[src/rtl/debounce_detect.sv]
// debounce_detect
//
// Multi-channel input conditioner. Each channel synchronises an asynchronous
// raw pin, then accepts a level change only after the synchronised value has
// differed from the current debounced level for DB_CYCLES consecutive
// qualifying ticks. An accepted change updates Pin_Out and produces a
// one-cycle edge pulse that lines up with the first cycle of the new level.
//
// Parameters:
//   CH          number of independent channels (>= 1)
//   SYNC_STAGES synchroniser depth per channel (>= 2)
//   DB_CYCLES   qualifying ticks needed to accept a change (>= 1)
//   RST_LEVEL   level loaded into the synchroniser and Pin_Out at reset
//
// Ports:
//   CLK      in   1   single clock, rising edge
//   RSTn     in   1   synchronous active-low reset
//   Pin_In   in   CH  raw asynchronous inputs
//   Tick     in   1   debounce count enable (tie high to count every cycle)
//   Pin_Out  out  CH  debounced level per channel
//   H2L_Sig  out  CH  one-cycle pulse on an accepted high-to-low change
//   L2H_Sig  out  CH  one-cycle pulse on an accepted low-to-high change
//   Busy     out  CH  high while a channel is qualifying a pending change
module debounce_detect #(
    parameter int   CH          = 4,
    parameter int   SYNC_STAGES = 2,
    parameter int   DB_CYCLES   = 16,
    parameter logic RST_LEVEL   = 1'b1
) (
    input  logic          CLK,
    input  logic          RSTn,
    input  logic [CH-1:0] Pin_In,
    input  logic          Tick,
    output logic [CH-1:0] Pin_Out,
    output logic [CH-1:0] H2L_Sig,
    output logic [CH-1:0] L2H_Sig,
    output logic [CH-1:0] Busy
);

    localparam int             CW       = $clog2(DB_CYCLES + 1);
    localparam logic [CW-1:0]  CNT_LAST = CW'(DB_CYCLES - 1);
    localparam logic [CW-1:0]  CNT_ONE  = CW'(1);

    typedef enum logic {
        ST_IDLE = 1'b0,
        ST_QUAL = 1'b1
    } state_t;

    genvar gi;
    generate
        for (gi = 0; gi < CH; gi++) begin : g_ch
            logic [SYNC_STAGES-1:0] r_sync;
            state_t                 r_state;
            logic [CW-1:0]          r_cnt;
            logic                   r_pin_out;
            logic                   r_h2l;
            logic                   r_l2h;

            logic                   w_s;
            logic                   w_diff;
            logic                   w_accept;

            assign w_s      = r_sync[SYNC_STAGES-1];
            assign w_diff   = w_s ^ r_pin_out;
            // Accept is evaluated in either state so that DB_CYCLES = 1
            // takes the change on the very first edge S differs.
            assign w_accept = w_diff & Tick & (r_cnt == CNT_LAST);

            always_ff @(posedge CLK) begin
                if (!RSTn) begin
                    r_sync    <= {SYNC_STAGES{RST_LEVEL}};
                    r_state   <= ST_IDLE;
                    r_cnt     <= '0;
                    r_pin_out <= RST_LEVEL;
                    r_h2l     <= 1'b0;
                    r_l2h     <= 1'b0;
                end else begin
                    r_sync <= {r_sync[SYNC_STAGES-2:0], Pin_In[gi]};
                    r_h2l  <= 1'b0;
                    r_l2h  <= 1'b0;
                    if (w_accept) begin
                        r_pin_out <= w_s;
                        r_cnt     <= '0;
                        r_state   <= ST_IDLE;
                        r_l2h     <= w_s;
                        r_h2l     <= ~w_s;
                    end else if (w_diff) begin
                        // Counter stops at CNT_LAST because reaching it with
                        // Tick high always takes the accept branch.
                        r_state <= ST_QUAL;
                        if (Tick) begin
                            r_cnt <= r_cnt + CNT_ONE;
                        end
                    end else begin
                        // Level matches again: a pending change was a glitch.
                        r_state <= ST_IDLE;
                        r_cnt   <= '0;
                    end
                end
            end

            assign Pin_Out[gi] = r_pin_out;
            assign H2L_Sig[gi] = r_h2l;
            assign L2H_Sig[gi] = r_l2h;
            assign Busy[gi]    = (r_state == ST_QUAL);
        end
    endgenerate

endmodule

[config.mk]
export PLATFORM = sky130hd
export DESIGN_NAME = debounce_detect
export DESIGN_NICKNAME = d
export VERILOG_FILES = /design/src/rtl/debounce_detect.sv
export SDC_FILE = /design/constraint.sdc
export NUM_CORES = 1
export LEC_CHECK = 0
export ABC_AREA = 1
export CORE_ASPECT_RATIO = 0.75
export CORE_MARGIN = 4
export CORE_UTILIZATION = 40
export DETAILED_ROUTE_END_ITERATION = 10
export HOLD_SLACK_MARGIN = 0.05
export PLACE_DENSITY = 0.73
export SLEW_MARGIN = 20
export SYNTH_ARGS = -nofsm -noshare
export SYNTH_HDL_FRONTEND = slang
export SYNTH_SLANG_ARGS = --single-unit
[constraint.sdc]
create_clock -name CLK -period 3.1 [get_ports CLK]
set_clock_uncertainty 0.2 [all_clocks]
set_input_delay 0.62 -clock CLK [delete_from_list [all_inputs] [get_ports CLK]]
set_output_delay 0.62 -clock CLK [all_outputs]
set_load 0.01 [all_outputs]
==> out/summary.log, run 1 <==
INFO  power          pwr_density_cell=454.1nW/um^2
INFO  routing        pre_antenna_drt_iters=4
INFO  sta            tightest_slew=0.5570ns
INFO  setup_path     r2r_setup_slack=1.38ns
INFO  clocking       worstSkewPairLatency=0.29ns
INFO  worst_hold_path hold_path.class=reg2reg
INFO  final_layout   final_area=2098um^2
INFO  synthesis      synthesized_net_count=242
INFO  setup_path     crit_fanout=14
INFO  setup_path     timing.critical_path.required=3.13ns
INFO  setup_path     worst_path_largest_cell_delay=0.70ns
INFO  sta            finalWorstSetupSlack=0.8832ns
INFO  clocking       numCtsBuffers=5
INFO  synthesis      synth_warnings=0
INFO  final_layout   area_overhead_vs_synth=10.55%
INFO  clocking       post_cts_clock_slew_at_the_launch_and_capture_registers_of_the_worst_setup_and_hold_paths=0.08ns
INFO  clocking       post_cts.resized_instances=0
INFO  clocking       htreeDepth=2
INFO  clocking       ctsRootBufferMaster=clkbuf_8
INFO  grt            grt_total_ovfl=0
INFO  setup_path     cp.arrival=2.24ns
INFO  floorplan      io_pins=23
INFO  setup_path     critical_path.cell_chain=clkdlybuf4s50_1, buf_4, a21oi_1, nand3_1, nor2_1
INFO  sta            report.final.setup_viol=0
INFO  setup_path     path_class=in2reg
INFO  floorplan      dieArea=5923um^2
INFO  sta            relSlewSlack=62.75%
INFO  final_layout   footprint_of_the_multi_input_gates=728.2um^2
INFO  floorplan      placement_rows=21
INFO  final_layout   final_net_count=251
INFO  power          static-leakage-power=0.8272nW
INFO  grt            gr_usage_total=11.41%
INFO  final_layout   post_layout_nonfiller_instances=293
INFO  sta            final-max-slew-violation-count=0
INFO  grt            first_global_vias=1204
INFO  setup_path     crit-reg2reg-capture=g_ch[3].r_cnt[0]
INFO  grt            use_met3=4.512%
INFO  routing        drc=0
INFO  grt            grt_first_pass_wirelength=5099um
INFO  synthesis      ys_seq_elements=44
INFO  routing        drt_first_iter_violations=19
INFO  setup_path     critPathCaptureType=register
INFO  synthesis      syn-mean-instance-area=8.362um^2
INFO  floorplan      die_width=87.54um
INFO  sta            finalHoldViolations=0
INFO  sta            timing.final.crit_share=71.51%
INFO  setup_path     worstSetupStartpointType=input port
INFO  worst_hold_path worst_hold_startpoint=g_ch[2].r_sync[0]
INFO  power          total_power=0.9528mW
INFO  final_layout   drive_gt1_share=8.475%
INFO  worst_hold_path hold_depth=1
INFO  placed_design  io_buffer_count=22
INFO  clocking       setup_repair_bufs_after_cts=0
INFO  placed_design  dpl.cell_count=286
INFO  sta            final_tns_setup=0ns
INFO  clocking       cts_hold_buffers=0
INFO  routing        detailroute.via_count=1292
INFO  routing        detail_route.vias_per_cell=4.410
INFO  placed_design  routabilityCongestion=0.7712
INFO  final_layout   antenna_cells=0
INFO  grt            groute.layer.met2.usage=16.92%
INFO  sta            unrepaired_setup_endpoints_after_global_routing=no
INFO  routing        detail-route-antenna-nets=0
INFO  setup_path     r2r-start=g_ch[3].r_cnt[0]
INFO  synthesis      synth.cell_area=1898um^2
INFO  worst_hold_path min_to=g_ch[2].r_sync[1]
INFO  clocking       cts_num_sinks=44
INFO  final_layout   layout_filler_cell_count=446
INFO  sta            max_freq=0.4511GHz
INFO  routing        drt-wirelength-per-cell=10.11um
INFO  placed_design  postPlaceCellArea=2021um^2
INFO  final_layout   fin_util=46.43%
INFO  power          ir_worst_vdd=0.2384mV
INFO  run            timing.max_cap.violations=0
INFO  status         status=finished clean
INFO  clocking       cts_tree=done
INFO  sta            hold_slack=0.2159ns
INFO  grt            antenna_found_initial=0
INFO  grt            largest_net_degree_at_the_start_of_global_routing=15
INFO  sta            layout_min_cycle_time=2.217ns
INFO  synthesis      netlist_instances=227
INFO  grt            globalRoute.busiestLayer=met2
INFO  synthesis      synth.yosys.seq_area_share=46.41%
INFO  placed_design  dp_worst_setup_slack=0.5977ns
INFO  routing        drt-total-wl=2961um
INFO  clocking       cts_buffer_depth=2
INFO  final_layout   final-seq-area=880.8um^2
INFO  setup_path     timing.critical_path.slowest_stage_cell=clkdlybuf4s50_1
INFO  setup_path     reg2reg_depth=7
INFO  floorplan      start_util=42.00%
INFO  grt            groute.layer.met1.usage=14.11%
INFO  synthesis      synth_cell_types=18
INFO  floorplan      floorplan.core_area=4519um^2
INFO  floorplan      die-height=67.66um
INFO  placed_design  dp_hpwl=2168um
## cell type report
cell class,count,area share (%)
clock buffer,6,3.459
sequential,44,41.98
tap,57,3.399
inverter,30,5.367
timing repair buffer,23,10.85
clock inverter,1,0.2385
multi-input combinational,132,34.70
## flip-flops by register name (all words and copies together) (netlist names)
signal and flops:
g_ch.r_state 4, g_ch.r_h2l 4, g_ch.r_pin_out 4, g_ch.r_sync 8, g_ch.r_l2h 4, g_ch.r_cnt 20
## layer usage
metal  routed length [um]  share of wire, %  vias up
met5                    0                 0        -
met4                   61               2.1        0
met3                  157               5.3        5
met2                 1263                43       22
met1                 1479                50      572
li1                     -                 -      693
## worst max path at each step
stage | from | end | slack (ns)
after floorplan | g_ch[2].r_cnt[0] | g_ch[2].r_cnt[3] | 1.61
after global placement | Tick | g_ch[3].r_cnt[3] | 0.66
after detailed placement | Tick | g_ch[3].r_cnt[3] | 0.60
after CTS | Tick | g_ch[3].r_cnt[0] | 0.92
after global routing | Tick | g_ch[3].r_cnt[4] | 0.79
final | Tick | g_ch[3].r_cnt[0] | 0.88
## cells by family (layout without fill, tap and decap cells)
family / count (synthesis) / in the layout / synth area share [%]
buffers and inverters: 51 / 60 / 15.23
DFF: 44 / 44 / 46.41
and+or+nand+nor: 96 / 96 / 22.41
adders and majority gates: 8 / 8 / 5.274
AOI/OAI and AO/OA: 20 / 20 / 6.988
xor gates and xnor gates: 8 / 8 / 3.691
## cells in the mapped netlist
| master | n | share of area (%) |
|---|---|---|
| o21ai_0 | 12 | 3.2 |
| buf_6 | 5 | 3.0 |
| buf_4 | 16 | 6.3 |
| xor2_1 | 4 | 1.8 |
| nand3_4 | 2 | 1.8 |
| ha_1 | 8 | 5.3 |
| nand3_1 | 6 | 1.6 |
| inv_1 | 29 | 5.7 |
| a21oi_4 | 2 | 1.7 |
| a21boi_0 | 4 | 1.6 |
| nor3_1 | 8 | 2.1 |
| nand2_1 | 44 | 8.7 |
| xnor2_1 | 4 | 1.8 |
| inv_2 | 1 | 0.20 |
| a21oi_1 | 2 | 0.53 |
| or2_2 | 8 | 2.6 |
| dfxtp_1 | 44 | 46 |
| nor2_1 | 28 | 5.5 |
## critical path, delay by kind of cell
family                 cells  cell delay, ns
buffers and inverters      2            1.03
AO/OA/AOI/OAI              1            0.19
AND/OR/NAND/NOR            2            0.39
## power by group
| group | total (mW) | internal [mW] | switching (mW) |
|---|---|---|---|
| clock network | 0.335 | 0.153 | 0.181 |
| registers | 0.575 | 0.572 | 0.00363 |
| logic | 0.0427 | 0.0198 | 0.0230 |
## cells in the final DEF (no fill, tap or decap)
| cell type | count |
|---|---|
| clkdlybuf4s50_1 | 22 |
| o21ai_0 | 12 |
| nor3_1 | 8 |
| nand3_1 | 6 |
| or2_2 | 8 |
| nor2_1 | 28 |
| a21oi_1 | 2 |
| clkbuf_1 | 1 |
| inv_2 | 1 |
| ha_1 | 8 |
| inv_1 | 29 |
| a21boi_0 | 4 |
| xor2_1 | 4 |
| dfxtp_1 | 44 |
| clkinv_2 | 1 |
| clkbuf_8 | 5 |
| xnor2_1 | 4 |
| nand2_1 | 44 |
| buf_4 | 1 |
| a21oi_4 | 2 |
| nand3_4 | 2 |
No activity file was read; power rests on OpenSTA's default activity.
==> inputs of run 2 (changes only) <==
PLACE_DENSITY = 0.75   (was 0.73)
clock period = 1.85 ns   (was 3.1 ns; I/O delays follow)
==> out/summary.log, run 2 (synthesis results as in run 1) <==
INFO  status         status=finished clean
INFO  grt            antenna_found_initial=0 [unchanged]
INFO  placed_design  dpl.cell_count=289 [+1.0%]
INFO  final_layout   final-seq-area=883.3um^2 [+0.28%]
INFO  floorplan      die-height=67.66um [unchanged]
INFO  sta            relSlewSlack=80.08% [+17 points]
INFO  clocking       worstSkewPairLatency=0.29ns [about the same]
INFO  final_layout   reg.largest.list=g_ch.r_cnt: 20 flops, g_ch.r_sync: 8 flops
INFO  clocking       htreeDepth=2 [unchanged]
INFO  clocking       numCtsBuffers=5 [unchanged]
INFO  floorplan      dieArea=5923um^2 [unchanged]
INFO  final_layout   post_layout_nonfiller_instances=297 [+1.4%]
INFO  final_layout   drive_gt1_share=11.25% [+2.8 points]
INFO  final_layout   final_net_count=254 [+1.2%]
INFO  final_layout   antenna_cells=0 [unchanged]
INFO  setup_path     reg2reg_depth=7 [unchanged]
INFO  worst_hold_path hold_depth=1 [unchanged]
INFO  setup_path     worst_path_largest_cell_delay=0.54ns [-0.16 ns]
INFO  setup_path     timing.critical_path.slowest_stage_cell=clkdlybuf4s50_1
INFO  floorplan      die_width=87.54um [unchanged]
INFO  final_layout   layout_common_cells=nand2_1 (44), dfxtp_1 (42), inv_1 (29), nor2_1 (28), clkdlybuf4s50_1 (20)
INFO  sta            finalHoldViolations=0 [unchanged]
INFO  setup_path     crit-reg2reg-capture=g_ch[3].r_cnt[3]
INFO  routing        drt-wirelength-per-cell=10.21um [+1.1%]
INFO  clocking       post_cts_clock_slew_at_the_launch_and_capture_registers_of_the_worst_setup_and_hold_paths=0.08ns [about the same]
INFO  final_layout   layout_commonest_cell=nand2_1
INFO  routing        drt_first_iter_violations=84 [+65]
INFO  sta            final-max-slew-violation-count=0 [unchanged]
INFO  clocking       cts_tree=done
INFO  routing        detailroute.via_count=1334 [+3.3%]
INFO  sta            tightest_slew=0.2985ns [-0.2585 ns]
INFO  placed_design  io_buffer_count=22 [unchanged]
INFO  worst_hold_path worst_hold_startpoint=g_ch[1].r_sync[0]
INFO  floorplan      io_pins=23 [unchanged]
INFO  placed_design  routabilityCongestion=0.7506 [-2.7%]
INFO  clocking       cts_num_sinks=44 [unchanged]
INFO  floorplan      placement_rows=21 [unchanged]
INFO  sta            finalWorstSetupSlack=0.09470ns [-0.7885 ns]
INFO  setup_path     worstSetupStartpointType=register
INFO  setup_path     critPathCaptureType=primary output
INFO  final_layout   footprint_of_the_multi_input_gates=728.2um^2 [unchanged]
INFO  grt            largest_net_degree_at_the_start_of_global_routing=26 [+11]
INFO  sta            report.final.setup_viol=0 [unchanged]
INFO  worst_hold_path hold_path.class=reg2reg
INFO  sta            unrepaired_setup_endpoints_after_global_routing=no
INFO  grt            groute.layer.met2.usage=18.61% [+1.7 points]
INFO  sta            timing.final.crit_share=94.88%
INFO  setup_path     r2r-start=g_ch[3].r_cnt[0]
INFO  final_layout   area_overhead_vs_synth=15.36%
INFO  setup_path     crit_fanout=4 [-10]
INFO  power          total_power=1.833mW [+92%]
INFO  power          ir_worst_vdd=0.5568mV [+130%]
INFO  grt            grt_total_ovfl=0 [unchanged]
INFO  worst_hold_path min_to=g_ch[1].r_sync[1]
INFO  grt            gr_usage_total=11.48% [+0.077 points]
INFO  sta            max_freq=0.5697GHz
INFO  clocking       setup_repair_bufs_after_cts=0 [unchanged]
INFO  grt            grt_first_pass_wirelength=5306um [+4.1%]
INFO  final_layout   largest_register_ffs=20 [unchanged]
INFO  routing        pre_antenna_drt_iters=5 [+1]
INFO  routing        drt-total-wl=3033um [+2.4%]
INFO  power          static-leakage-power=0.8677nW [+4.9%]
INFO  run            timing.max_cap.violations=0 [unchanged]
INFO  setup_path     r2r_setup_slack=0.12ns [-1.26 ns]
INFO  setup_path     path_class=reg2out
INFO  routing        detail-route-antenna-nets=0 [unchanged]
INFO  final_layout   largest-register=g_ch.r_cnt
INFO  power          pwr_density_cell=836.9nW/um^2 [+84%]
INFO  setup_path     cp.arrival=1.19ns [-1.05 ns]
INFO  grt            use_met3=4.146% [-0.37 points]
INFO  routing        drc=0 [unchanged]
INFO  routing        detail_route.vias_per_cell=4.492 [+1.9%]
INFO  floorplan      start_util=42.00% [unchanged]
INFO  sta            layout_min_cycle_time=1.755ns
INFO  placed_design  dp_hpwl=2191um [+1.1%]
INFO  setup_path     worst_path_dominant_cell_family=buffers and inverters
INFO  setup_path     critical_path.cell_chain=clkdlybuf4s50_1
INFO  clocking       cts_buffer_depth=2 [unchanged]
INFO  floorplan      floorplan.core_area=4519um^2 [unchanged]
INFO  setup_path     timing.critical_path.required=1.28ns [-1.85 ns]
INFO  final_layout   layout_filler_cell_count=447 [+0.22%]
INFO  grt            first_global_vias=1225 [+1.7%]
INFO  grt            groute.layer.met1.usage=14.33% [+0.22 points]
INFO  setup_path     critical_path.n_buffers_inverters=1 [-1]
INFO  grt            globalRoute.busiestLayer=met2
INFO  placed_design  dp_worst_setup_slack=-0.04466ns [-0.6423 ns]
INFO  clocking       ctsRootBufferMaster=clkbuf_8
-- run 2: changes by cell type in the layout (fill, tap and decap cells not counted), moves of 2 or more --
cell,before,now
buf_4,1,3
clkdlybuf4s50_1,22,20
dfxtp_2,0,2
clkbuf_8,5,7
dfxtp_1,44,42
dlymetal6s2s_1,0,2
-- run 2: layout make-up --
type	count	share of cell area (%)
repair buffers	26	12.23
clock inverters	1	1.371
flip-flops and latches	44	40.34
inverters	30	5.143
multi-input cells	132	33.26
clock buffers	7	4.400
well taps	57	3.257
-- run 2: what timing repair did --
action	CTS	global route
gates resized for setup	0	4
hold buffers	0	0
endpoints found under the setup margin	0	4
-- run 2: per-layer routing --
layer  vias to the layer above  share of wire [%]
met4                         0                1.3
met5                         -                  0
met1                       596                 49
li1                        708                  -
met3                         5                5.1
met2                        25                 44
-- run 2: stage by stage --
stage          utilization, %  instance area, um^2  setup TNS (ns)  hold slack [ns]
5_1_grt                 48.45                 2190               0           0.2315
3_5_place_dp            45.49                 2056         -0.1174           0.1987
2_1_floorplan               -                 1898               0           0.1925
4_1_cts                 48.28                 2182               0           0.2181
3_3_place_gp            45.49                 2056               0           0.1959
6_report                48.45                 2190               0           0.2166
-- run 2: report_power, final --
| part | total [mW] | leakage [nW] | switching, mW | internal (mW) |
|---|---|---|---|---|
| clock network | 0.788 | 0.0645 | 0.312 | 0.476 |
| logic | 0.0799 | 0.447 | 0.0397 | 0.0402 |
| registers | 0.965 | 0.356 | 0.00655 | 0.958 |
| total | 1.83 | 0.868 | 0.358 | 1.47 |
-- run 2: worst max-delay path by stage --
| stage | end | slack, ns | from | cells past startpoint |
|---|---|---|---|---|
| final | Pin_Out[0] | 0.09 | g_ch[0].r_pin_out | 1 |
| after global routing | g_ch[3].r_cnt[1] | 0.01 | g_ch[3].r_cnt[0] | 7 |
| after CTS | Pin_Out[0] | 0.03 | g_ch[0].r_pin_out | 1 |
| after detailed placement | g_ch[3].r_cnt[1] | -0.04 | Tick | 5 |
| after global placement | g_ch[3].r_cnt[3] | 0.01 | Tick | 5 |
| after floorplan | g_ch[2].r_cnt[3] | 0.36 | g_ch[2].r_cnt[0] | 7 |
